File: src/rtl/dmem_arb_pkg.sv
// Shared constants and types for the two-port data-memory arbiter.
// Latency: n/a (declarations only).
// Backpressure: n/a.
package dmem_arb_pkg;

    localparam logic PORT_PROC = 1'b0;
    localparam logic PORT_DBG  = 1'b1;

    localparam logic [1:0] LOCK_NONE = 2'b00;
    localparam logic [1:0] LOCK_P0   = 2'b01;
    localparam logic [1:0] LOCK_P1   = 2'b10;

    localparam int ADDR_W_DEF = 32;
    localparam int CNT_W_DEF  = 16;

    typedef logic [1:0] lock_own_t;

    // Command fields that travel with a granted request into the stage.
    typedef struct packed {
        logic        wr;
        logic [3:0]  mask;
        logic [31:0] wdata;
    } cmd_meta_t;

    function automatic lock_own_t lock_for(input logic port);
        return port ? LOCK_P1 : LOCK_P0;
    endfunction

endpackage

File: src/rtl/dmem_arbiter_if.sv
// Requester, response and dmem-side signals of the data-memory arbiter.
// Latency: n/a (wiring only).
// Backpressure: none on responses; requests are accepted on req & gnt.
interface dmem_arbiter_if #(
    parameter int ADDR_W = dmem_arb_pkg::ADDR_W_DEF,
    parameter int CNT_W  = dmem_arb_pkg::CNT_W_DEF
);
    logic              ip_req0,   ip_req1;
    logic              ip_lock0,  ip_lock1;
    logic [ADDR_W-1:0] ip_addr0,  ip_addr1;
    logic              ip_wr0,    ip_wr1;
    logic [3:0]        ip_mask0,  ip_mask1;
    logic [31:0]       ip_wdata0, ip_wdata1;

    logic              op_gnt0,       op_gnt1;
    logic              op_rsp_valid0, op_rsp_valid1;
    logic [31:0]       op_rsp_data0,  op_rsp_data1;

    logic [ADDR_W-1:0] op_dmem_addr;
    logic              op_dmem_wr;
    logic [3:0]        op_dmem_mask;
    logic [31:0]       op_dmem_wdata;
    logic              op_dmem_rd;
    logic              ip_dmem_valid;
    logic [31:0]       ip_dmem_rdata;

    logic [CNT_W-1:0]  op_gnt_cnt0, op_gnt_cnt1;

    // Arbiter side.
    modport slave (
        input  ip_req0, ip_req1, ip_lock0, ip_lock1, ip_addr0, ip_addr1,
               ip_wr0, ip_wr1, ip_mask0, ip_mask1, ip_wdata0, ip_wdata1,
               ip_dmem_valid, ip_dmem_rdata,
        output op_gnt0, op_gnt1, op_rsp_valid0, op_rsp_valid1,
               op_rsp_data0, op_rsp_data1,
               op_dmem_addr, op_dmem_wr, op_dmem_mask, op_dmem_wdata, op_dmem_rd,
               op_gnt_cnt0, op_gnt_cnt1
    );

    // Requesters plus memory, viewed from outside the arbiter.
    modport master (
        output ip_req0, ip_req1, ip_lock0, ip_lock1, ip_addr0, ip_addr1,
               ip_wr0, ip_wr1, ip_mask0, ip_mask1, ip_wdata0, ip_wdata1,
               ip_dmem_valid, ip_dmem_rdata,
        input  op_gnt0, op_gnt1, op_rsp_valid0, op_rsp_valid1,
               op_rsp_data0, op_rsp_data1,
               op_dmem_addr, op_dmem_wr, op_dmem_mask, op_dmem_wdata, op_dmem_rd,
               op_gnt_cnt0, op_gnt_cnt1
    );

endinterface

File: src/rtl/dmem_arbiter_rr_arb2.sv
// Two-way round-robin grant with an optional lock holding the current owner.
// Latency: combinational.
// Backpressure: none; a locked owner that drops req releases the lock this cycle.
module rr_arb2
    import dmem_arb_pkg::*;
(
    input  logic [1:0] req,
    input  lock_own_t  lock_own,
    input  logic       rr_last,
    output logic [1:0] gnt
);

    always_comb begin
        gnt = 2'b00;
        if (lock_own == LOCK_P0 && req[0]) begin
            gnt = 2'b01;
        end else if (lock_own == LOCK_P1 && req[1]) begin
            gnt = 2'b10;
        end else begin
            case (req)
                2'b01:   gnt = 2'b01;
                2'b10:   gnt = 2'b10;
                // Tie goes to the port that did not win last time.
                2'b11:   gnt = (rr_last == PORT_DBG) ? 2'b01 : 2'b10;
                default: gnt = 2'b00;
            endcase
        end
    end

endmodule

File: src/rtl/dmem_arbiter.sv
// Shares one data-memory port between the MEM stage (port 0) and debug/loader (port 1).
// Latency: command registered once, driven to dmem and answered 1 cycle after accept.
// Backpressure: requesters stall on gnt; responses cannot be stalled.
module dmem_arbiter
    import dmem_arb_pkg::*;
#(
    parameter int ADDR_W = ADDR_W_DEF,
    parameter int CNT_W  = CNT_W_DEF
)(
    input  logic           clk,
    input  logic           reset_n,
    dmem_arbiter_if.slave  bus
);

    logic [1:0]        req;
    logic [1:0]        gnt;
    logic [1:0]        acc;
    logic              acc_any;
    logic              acc_id;

    logic              rr_last;
    lock_own_t         lock_own;

    logic              stg_valid;
    logic              stg_id;
    logic [ADDR_W-1:0] stg_addr;
    cmd_meta_t         stg_meta;

    logic [ADDR_W-1:0] win_addr;
    cmd_meta_t         win_meta;
    logic              win_lock;

    logic [CNT_W-1:0]  gnt_cnt0;
    logic [CNT_W-1:0]  gnt_cnt1;

    logic              rsp_valid0;
    logic              rsp_valid1;

    assign req = {bus.ip_req1, bus.ip_req0};

    rr_arb2 u_rr_arb2 (
        .req      (req),
        .lock_own (lock_own),
        .rr_last  (rr_last),
        .gnt      (gnt)
    );

    assign acc     = req & gnt;
    assign acc_any = |acc;
    assign acc_id  = acc[1];

    assign bus.op_gnt0 = gnt[0];
    assign bus.op_gnt1 = gnt[1];

    always_comb begin
        win_addr       = bus.ip_addr0;
        win_meta.wr    = bus.ip_wr0;
        win_meta.mask  = bus.ip_mask0;
        win_meta.wdata = bus.ip_wdata0;
        win_lock       = bus.ip_lock0;
        if (acc_id) begin
            win_addr       = bus.ip_addr1;
            win_meta.wr    = bus.ip_wr1;
            win_meta.mask  = bus.ip_mask1;
            win_meta.wdata = bus.ip_wdata1;
            win_lock       = bus.ip_lock1;
        end
    end

    // Stage, round-robin pointer and lock owner.
    always_ff @(posedge clk or negedge reset_n) begin
        if (!reset_n) begin
            stg_valid <= 1'b0;
            stg_id    <= 1'b0;
            stg_addr  <= '0;
            stg_meta  <= '0;
            rr_last   <= 1'b1;
            lock_own  <= LOCK_NONE;
        end else begin
            stg_valid <= acc_any;
            if (acc_any) begin
                stg_id   <= acc_id;
                stg_addr <= win_addr;
                stg_meta <= win_meta;
                rr_last  <= acc_id;
                lock_own <= win_lock ? lock_for(acc_id) : LOCK_NONE;
            end else begin
                lock_own <= LOCK_NONE;
            end
        end
    end

    always_ff @(posedge clk or negedge reset_n) begin
        if (!reset_n) begin
            gnt_cnt0 <= '0;
            gnt_cnt1 <= '0;
        end else begin
            if (acc[0] && gnt_cnt0 != {CNT_W{1'b1}}) gnt_cnt0 <= gnt_cnt0 + 1'b1;
            if (acc[1] && gnt_cnt1 != {CNT_W{1'b1}}) gnt_cnt1 <= gnt_cnt1 + 1'b1;
        end
    end

    assign bus.op_gnt_cnt0 = gnt_cnt0;
    assign bus.op_gnt_cnt1 = gnt_cnt1;

    // dmem drive is forced to zero whenever the stage is empty, including under reset.
    assign bus.op_dmem_addr  = stg_valid ? stg_addr       : '0;
    assign bus.op_dmem_mask  = stg_valid ? stg_meta.mask  : 4'b0;
    assign bus.op_dmem_wdata = stg_valid ? stg_meta.wdata : 32'b0;
    assign bus.op_dmem_wr    = stg_valid &  stg_meta.wr;
    assign bus.op_dmem_rd    = stg_valid & ~stg_meta.wr;

    assign rsp_valid0 = stg_valid & (stg_id == PORT_PROC) & bus.ip_dmem_valid;
    assign rsp_valid1 = stg_valid & (stg_id == PORT_DBG)  & bus.ip_dmem_valid;

    assign bus.op_rsp_valid0 = rsp_valid0;
    assign bus.op_rsp_valid1 = rsp_valid1;
    assign bus.op_rsp_data0  = (rsp_valid0 && !stg_meta.wr) ? bus.ip_dmem_rdata : 32'b0;
    assign bus.op_rsp_data1  = (rsp_valid1 && !stg_meta.wr) ? bus.ip_dmem_rdata : 32'b0;

endmodule

File: src/flat_wrapper.sv
// flat-port wrapper written by rule: the top's interface ports become plain ports
module dmem_arbiter_flat import dmem_arb_pkg::*;
#(
    parameter int ADDR_W = ADDR_W_DEF,
    parameter int CNT_W  = CNT_W_DEF
)
  (clk, reset_n, bus_ip_req0, bus_ip_req1, bus_ip_lock0, bus_ip_lock1, bus_ip_addr0, bus_ip_addr1, bus_ip_wr0, bus_ip_wr1, bus_ip_mask0, bus_ip_mask1, bus_ip_wdata0, bus_ip_wdata1, bus_ip_dmem_valid, bus_ip_dmem_rdata, bus_op_gnt0, bus_op_gnt1, bus_op_rsp_valid0, bus_op_rsp_valid1, bus_op_rsp_data0, bus_op_rsp_data1, bus_op_dmem_addr, bus_op_dmem_wr, bus_op_dmem_mask, bus_op_dmem_wdata, bus_op_dmem_rd, bus_op_gnt_cnt0, bus_op_gnt_cnt1);
  dmem_arbiter_if #(.ADDR_W(ADDR_W), .CNT_W(CNT_W)) bus_i ();
  input  logic clk;
  input  logic reset_n;
  input wire logic [$bits(bus_i.ip_req0)-1:0] bus_ip_req0;
  input wire logic [$bits(bus_i.ip_req1)-1:0] bus_ip_req1;
  input wire logic [$bits(bus_i.ip_lock0)-1:0] bus_ip_lock0;
  input wire logic [$bits(bus_i.ip_lock1)-1:0] bus_ip_lock1;
  input wire logic [$bits(bus_i.ip_addr0)-1:0] bus_ip_addr0;
  input wire logic [$bits(bus_i.ip_addr1)-1:0] bus_ip_addr1;
  input wire logic [$bits(bus_i.ip_wr0)-1:0] bus_ip_wr0;
  input wire logic [$bits(bus_i.ip_wr1)-1:0] bus_ip_wr1;
  input wire logic [$bits(bus_i.ip_mask0)-1:0] bus_ip_mask0;
  input wire logic [$bits(bus_i.ip_mask1)-1:0] bus_ip_mask1;
  input wire logic [$bits(bus_i.ip_wdata0)-1:0] bus_ip_wdata0;
  input wire logic [$bits(bus_i.ip_wdata1)-1:0] bus_ip_wdata1;
  input wire logic [$bits(bus_i.ip_dmem_valid)-1:0] bus_ip_dmem_valid;
  input wire logic [$bits(bus_i.ip_dmem_rdata)-1:0] bus_ip_dmem_rdata;
  output wire logic [$bits(bus_i.op_gnt0)-1:0] bus_op_gnt0;
  output wire logic [$bits(bus_i.op_gnt1)-1:0] bus_op_gnt1;
  output wire logic [$bits(bus_i.op_rsp_valid0)-1:0] bus_op_rsp_valid0;
  output wire logic [$bits(bus_i.op_rsp_valid1)-1:0] bus_op_rsp_valid1;
  output wire logic [$bits(bus_i.op_rsp_data0)-1:0] bus_op_rsp_data0;
  output wire logic [$bits(bus_i.op_rsp_data1)-1:0] bus_op_rsp_data1;
  output wire logic [$bits(bus_i.op_dmem_addr)-1:0] bus_op_dmem_addr;
  output wire logic [$bits(bus_i.op_dmem_wr)-1:0] bus_op_dmem_wr;
  output wire logic [$bits(bus_i.op_dmem_mask)-1:0] bus_op_dmem_mask;
  output wire logic [$bits(bus_i.op_dmem_wdata)-1:0] bus_op_dmem_wdata;
  output wire logic [$bits(bus_i.op_dmem_rd)-1:0] bus_op_dmem_rd;
  output wire logic [$bits(bus_i.op_gnt_cnt0)-1:0] bus_op_gnt_cnt0;
  output wire logic [$bits(bus_i.op_gnt_cnt1)-1:0] bus_op_gnt_cnt1;
  assign bus_i.ip_req0 = bus_ip_req0;
  assign bus_i.ip_req1 = bus_ip_req1;
  assign bus_i.ip_lock0 = bus_ip_lock0;
  assign bus_i.ip_lock1 = bus_ip_lock1;
  assign bus_i.ip_addr0 = bus_ip_addr0;
  assign bus_i.ip_addr1 = bus_ip_addr1;
  assign bus_i.ip_wr0 = bus_ip_wr0;
  assign bus_i.ip_wr1 = bus_ip_wr1;
  assign bus_i.ip_mask0 = bus_ip_mask0;
  assign bus_i.ip_mask1 = bus_ip_mask1;
  assign bus_i.ip_wdata0 = bus_ip_wdata0;
  assign bus_i.ip_wdata1 = bus_ip_wdata1;
  assign bus_i.ip_dmem_valid = bus_ip_dmem_valid;
  assign bus_i.ip_dmem_rdata = bus_ip_dmem_rdata;
  assign bus_op_gnt0 = bus_i.op_gnt0;
  assign bus_op_gnt1 = bus_i.op_gnt1;
  assign bus_op_rsp_valid0 = bus_i.op_rsp_valid0;
  assign bus_op_rsp_valid1 = bus_i.op_rsp_valid1;
  assign bus_op_rsp_data0 = bus_i.op_rsp_data0;
  assign bus_op_rsp_data1 = bus_i.op_rsp_data1;
  assign bus_op_dmem_addr = bus_i.op_dmem_addr;
  assign bus_op_dmem_wr = bus_i.op_dmem_wr;
  assign bus_op_dmem_mask = bus_i.op_dmem_mask;
  assign bus_op_dmem_wdata = bus_i.op_dmem_wdata;
  assign bus_op_dmem_rd = bus_i.op_dmem_rd;
  assign bus_op_gnt_cnt0 = bus_i.op_gnt_cnt0;
  assign bus_op_gnt_cnt1 = bus_i.op_gnt_cnt1;
  dmem_arbiter #(.ADDR_W(ADDR_W), .CNT_W(CNT_W)) u_core (.clk(clk), .reset_n(reset_n), .bus(bus_i));
endmodule
File: config.mk
export PLATFORM = sky130hd
export DESIGN_NAME = dmem_arbiter_flat
export DESIGN_NICKNAME = d
export VERILOG_FILES = /design/src/rtl/dmem_arb_pkg.sv /design/src/rtl/dmem_arbiter_if.sv /design/src/rtl/dmem_arbiter_rr_arb2.sv /design/src/rtl/dmem_arbiter.sv /design/src/flat_wrapper.sv
export SDC_FILE = /design/constraint.sdc
export NUM_CORES = 1
export LEC_CHECK = 0
export CAP_MARGIN = 5
export CORE_AREA = 2 2 136 138
export DETAILED_ROUTE_END_ITERATION = 8
export DIE_AREA = 0 0 138 140
export PLACE_DENSITY_LB_ADDON = 0.15
export SETUP_SLACK_MARGIN = 0.5
export SYNTH_ARGS = -nofsm -noshare
export SYNTH_HDL_FRONTEND = slang
export SYNTH_SLANG_ARGS = --single-unit
File: constraint.sdc
create_clock -name clk -period 5.6 [get_ports clk]
set_input_delay 1.12 -clock clk [delete_from_list [all_inputs] [get_ports clk]]
set_output_delay 1.12 -clock clk [all_outputs]
set_load 0.005 [all_outputs]
==> impl_metrics.json, run 1 <==
{
  "synth.avg_cell_area_um2": 9.01,
  "syn_to_final_growth_pct": 61.9,
  "cellPowerDensity_mw_per_mm2": 247,
  "slowest_stage": "clkdlybuf4s50_1",
  "yosysWarningCount": 0,
  "worst_pin_slew_ps": 911,
  "clk_latency_ps": 350,
  "grt_max_degree": 77,
  "crit_chain": "clkdlybuf4s50_1 > and3_1 > nor2b_1 > buf_4 > and2_1 > clkdlybuf4s50_1",
  "port_buffers": 346,
  "worstPathArrival_ps": 2840,
  "slowest_delay_ps": 510,
  "crit_fanout": 32,
  "post_cts_buffers": 0,
  "grtUsageTotal_pct": 23.9,
  "mappedNetlistNets": 880,
  "cap_violations": 0,
  "placementRows": 49,
  "htree_levels": 3,
  "place_hpwl_mm": 17.4,
  "startpoint_type": "primary input",
  "tns_ps": 0,
  "cts_buffers": 9,
  "die_w_um": 138,
  "start_util_pct": 35.5,
  "end_kind": "primary output",
  "cpMostUsedCell": "clkdlybuf4s50_1",
  "synth_cell_types": 39,
  "drive_gt1_share_pct": 11.7,
  "cts_hold_buf": 0,
  "routed_wl_mm": 23.8,
  "avgRoutedWirePerCell_um": 19.0,
  "synth.cell_area_mm2": 0.00632,
  "synth_edf_count": 0,
  "ant_nets": 0,
  "dr_total_vias": 6199,
  "drtIter0Drc": 261,
  "ys_seq_elements": 106,
  "gp_congestion": 0.883,
  "final-hold-violation-count": 0,
  "fin_nets": 1197,
  "dieArea_mm2": 0.0193,
  "grt_pass1_vias": 6132,
  "status": "finished clean",
  "ir_drop_mv": 0.189,
  "gr-total-overflow": 0,
  "p_total_mw": 2.53,
  "yosysSeqAreaShare_pct": 42.0,
  "clockBufferDepth": 2,
  "clk_pin_slew_ps": 70,
  "synth_top_area_share_pct": 41.6,
  "hold_class": "flop to flop",
  "firstDrtPassIters": 4,
  "clockRootBuffer": "clkbuf_16",
  "dieHeight_um": 140,
  "cts_sinks": 106,
  "fin_hold_ws_ps": 494,
  "grt_pass1_wl_mm": 36.2,
  "critPathBufInv": 3,
  "ys_top_cells_by_count": "nor2_1, and2_1, dfrtp_1",
  "period_needed_ps": 3960,
  "setup_violations": 0,
  "drc": 0,
  "synthArstFlopShare_pct": 100,
  "antenna_found_initial": 2,
  "drv_slew": 0,
  "synth.largest_area_cell": "dfrtp_1",
  "vias_per_cell": 4.95,
  "finClkSkew_ps": 6.71,
  "syn_inst": 701,
  "path_class": "primary input to primary output",
  "cp_top_family": "buffers and inverters",
  "cts_tree": "yes",
  "core-area_mm2": 0.0178,
  "ctsResizeCount": 0,
  "fmax_mhz": 252,
  "yosysMostFrequentCell": "nor2_1",
  "period_share_pct": 70.7,
  "top_level_ports": 347,
  "cp.required_ps": 4480,
  "postLayoutCoreUtil_pct": 57.5,
  "slew_headroom_pct": 39.3,
  "rsz0062_at_grt": "false",
  "synth_area_leaders": "dfrtp_1, and2_1, mux2_2, nor2_1, o22ai_1",
  "synth_ff_type": "dfrtp_1",
  "leakage_nw": 4.06
}
-- placed cells by master, fill, tap and decap left out, types with 8 or more instances in the layout --
| master | n |
|---|---|
| clkdlybuf4s50_1 | 343 |
| nor2_1 | 158 |
| and2_1 | 137 |
| dfrtp_1 | 104 |
| mux2_2 | 74 |
| o22ai_1 | 69 |
| nand3_1 | 16 |
| nand2_1 | 13 |
| xnor2_1 | 13 |
| xor2_1 | 12 |
| clkbuf_16 | 9 |
| buf_4 | 9 |
| nand4_1 | 8 |
-- cell families (layout without fill, tap and decap cells) --
group	after synthesis	after routing	share of synthesized area [%]
other	0	1	0
and+or+nand+nor	361	361	28.9
DFF	106	106	42.0
muxes	75	75	13.4
buffers and inverters	54	376	3.49
AOI/OAI and AO/OA	78	78	8.38
adders and majority gates	2	2	0.396
xor gates and xnor gates	25	25	3.47
-- registers in the layout (all words and copies together) (netlist names) --
signal,cells
u_core.bus.op_gnt_cnt1,16
u_core.lock_own,2
u_core.stg_addr,32
u_core.bus.op_gnt_cnt0,16
u_core.rr_last,1
u_core.stg_id,1
u_core.stg_valid,1
u_core.stg_meta,37
-- final cells by class --
class / count / area, um2
repair buffers: 354 / 3510
clock inverters: 7 / 63.8
diodes: 1 / 2.50
clock buffers: 9 / 225
multi-input cells: 541 / 3460
well taps: 229 / 287
flip-flops and latches: 106 / 2660
inverters: 6 / 22.5
fillers: 1669 / 7550
-- report_power, final --
part	internal [mW]	switching, mW
Clock	0.316	0.323
Sequential	0.893	0.105
Combinational	0.549	0.345
Total	1.76	0.773
-- per-stage QoR --
step / setup slack [ps] / instance area (um2) / cells
floorplan: 2460 / 6320 / 701
global placement: 1650 / 9940 / 1236
detailed placement: 1630 / 9940 / 1236
CTS: 1620 / 10200 / 1252
global route: 1510 / 10200 / 1253
finish: 1640 / 10200 / 1253
-- layer usage --
layer  up-vias  global-route usage [%]  part of all wire, %
met2       205                    42.7                   51
met4         0                    9.24                  3.1
met5         -                       0                    0
met1      2952                    27.8                   40
met3        39                    5.61                  5.8
li1       3003                       -                    -
-- final timing paths --
path | start | endpoint | slack (ps) | cells after the start
worst max-delay path | bus_ip_dmem_valid | bus_op_rsp_data1[16] | 1640 | 6
worst min-delay path | u_core.bus.op_gnt_cnt1[6] | u_core.bus.op_gnt_cnt1[6] | 490 | 1
worst max register to register | u_core.lock_own[0] | u_core.bus.op_gnt_cnt0[6] | 3220 | 6
worst min register to register | u_core.bus.op_gnt_cnt1[6] | u_core.bus.op_gnt_cnt1[6] | 490 | 1
max in group asynchronous | reset_n | u_core.stg_meta[30] | 3600 | 2
min in group asynchronous | reset_n | u_core.bus.op_gnt_cnt0[10] | 870 | 1
-- worst reg2reg max path: stages, from the launching register on --
cell and delay [ps]:
dfrtp_1 390, or2_4 280, o221ai_4 170, buf_4 750
nor2_1 290, and3_1 260, xor2_1 140
(Power assumes the default switching activity.)
==> run 2: changes to the inputs <==
CORE_AREA = default   (was 2 2 136 138)
CORE_UTILIZATION = 36   (was default)
DIE_AREA = default   (was 0 0 138 140)
clock period = 3.6 ns   (was 5.6 ns; I/O delays follow)
==> run 2 against run 1 <==
Hold slack worse by 67 ps. Register-to-register slack worse by 1800 ps. Final cell count about the same. Sequential power up 56%. Clock power up 69%. Combinational power up 57%. Critical endpoint is now bus_op_rsp_data1[25].
==> impl_metrics.json, run 2 (synthesis gave the netlist of run 1 again) <==
{
  "clk_pin_slew_ps": 80,
  "start_util_pct": 36.7,
  "dieHeight_um": 134,
  "startpoint_type": "primary input",
  "grt_pass1_vias": 5959,
  "cts_buffers": 9,
  "final_cell_area_mm2": 0.0103,
  "antenna_found_initial": 2,
  "slowest_delay_ps": 510,
  "slowest_stage": "clkdlybuf4s50_1",
  "drv_slew": 0,
  "port_buffers": 346,
  "cap_violations": 0,
  "postLayoutCoreUtil_pct": 59.8,
  "drive_gt1_share_pct": 12.0,
  "crit_path_start": "bus_ip_dmem_valid",
  "fin_nets": 1200,
  "clockBufferDepth": 2,
  "cts_sinks": 106,
  "end_kind": "primary output",
  "die_w_um": 134,
  "syn_to_final_growth_pct": 63.2,
  "hold_class": "primary input to async pin",
  "fin_ws_ps": 503,
  "ir_drop_mv": 0.267,
  "cellPowerDensity_mw_per_mm2": 391,
  "setup_violations": 0,
  "worst_pin_slew_ps": 958,
  "post_cts_buffers": 0,
  "r2r_start": "u_core.lock_own[0]",
  "firstDrtPassIters": 4,
  "p_total_mw": 4.03,
  "rsz0062_at_grt": "true",
  "crit_chain": "clkdlybuf4s50_1 > and3_1 > nor2b_4 > buf_8 > and2_1 > clkdlybuf4s50_1",
  "fmax_mhz": 323,
  "postPlaceCellArea_mm2": 0.00997,
  "slew_headroom_pct": 36.1,
  "crit_fanout": 22,
  "drc": 0,
  "final_cell_mix": "clkdlybuf4s50_1, nor2_1, and2_1",
  "period_needed_ps": 3100,
  "ant_nets": 0,
  "grt_pass1_wl_mm": 33.9,
  "clockRootBuffer": "clkbuf_16",
  "grtUsageTotal_pct": 24.5,
  "top_level_ports": 347,
  "status": "finished clean",
  "worstPathArrival_ps": 2380,
  "core-area_mm2": 0.0172,
  "clk_latency_ps": 350,
  "cp.required_ps": 2880,
  "place_hpwl_mm": 16.1,
  "drtIter0Drc": 236,
  "period_share_pct": 86.0,
  "dieArea_mm2": 0.0181,
  "pre_cts_ws_ps": 481,
  "leakage_nw": 4.10,
  "vias_per_cell": 4.95,
  "finClkSkew_ps": 7.12,
  "placementRows": 48,
  "cts_tree": "yes",
  "cts_hold_buf": 0,
  "dr_total_vias": 6195,
  "top_regs": "u_core.stg_meta: 37 flops, u_core.stg_addr: 32 flops",
  "largest_reg_flops": 37,
  "cpMostUsedCell": "clkdlybuf4s50_1",
  "final_common_cell": "clkdlybuf4s50_1",
  "gr-total-overflow": 0,
  "path_class": "primary input to primary output",
  "htree_levels": 3,
  "grt_max_degree": 73,
  "avgRoutedWirePerCell_um": 17.7,
  "routed_wl_mm": 22.2,
  "gp_congestion": 0.796,
  "tns_ps": 0,
  "final-hold-violation-count": 0,
  "top_register": "u_core.stg_meta"
}
## run 2: cell types whose count changed in the layout (fill, tap and decap cells not counted), sizes merged
cell | previous run | this run
bufinv | 0 | 2
clkinvlp | 0 | 1
inv | 13 | 7
clkinv | 0 | 2
buf | 11 | 14
diode | 1 | 2
## run 2: path summary, 6_finish.rpt
check                      depth (start not counted)  slack (ps)                    endpoint
setup / recovery                                   6         500        bus_op_rsp_data1[25]
hold / removal                                     1         430  u_core.bus.op_gnt_cnt0[11]
setup reg to reg                                   6        1390  u_core.bus.op_gnt_cnt0[13]
hold reg to reg                                    1         490   u_core.bus.op_gnt_cnt1[6]
max in group asynchronous                          2        2430          u_core.stg_addr[3]
min in group clk                                   1         490   u_core.bus.op_gnt_cnt1[6]
## run 2: power breakdown
group	total, mW	switching, mW	internal [mW]
combinational	1.40	0.532	0.863
clock	1.08	0.473	0.609
sequential	1.56	0.167	1.39
## run 2: area by class of cell
class,count,area (um2)
multi-input combinational,541,3470
sequential,106,2660
inverter,6,22.5
tap,225,282
clock inverter,6,90.1
clock buffer,9,225
fill,1546,6920
timing repair buffer,357,3560
antenna,2,5.00
## run 2: per-layer routing
metal | GRT usage, % | wire length [um]
met4 | 10.9 | 640
met5 | 0 | 0
met3 | 6.42 | 1640
met2 | 41.1 | 10800
met1 | 29.6 | 9100
## run 2: per-stage QoR
stage	hold WS [ps]	instances
finish	427	1252
global route	494	1252
CTS	464	1250
detailed placement	481	1235
global placement	479	1235
floorplan	424	701
## run 2: timing repair
action | in CTS | in global routing
pin swaps | 0 | 0
resized for setup | 1 | 4
endpoints found under the setup margin | 17 | 64
## run 2: worst max-delay path: cells and delay by family
kind	cells	cell delay, ps
buf+inv	3	1140
simple gates	3	500
==> run 3: changes to the inputs <==
CAP_MARGIN = default   (was 5)
==> results of run 3 <==
The final DEF is identical to that of run 2; final timing and power are the same.
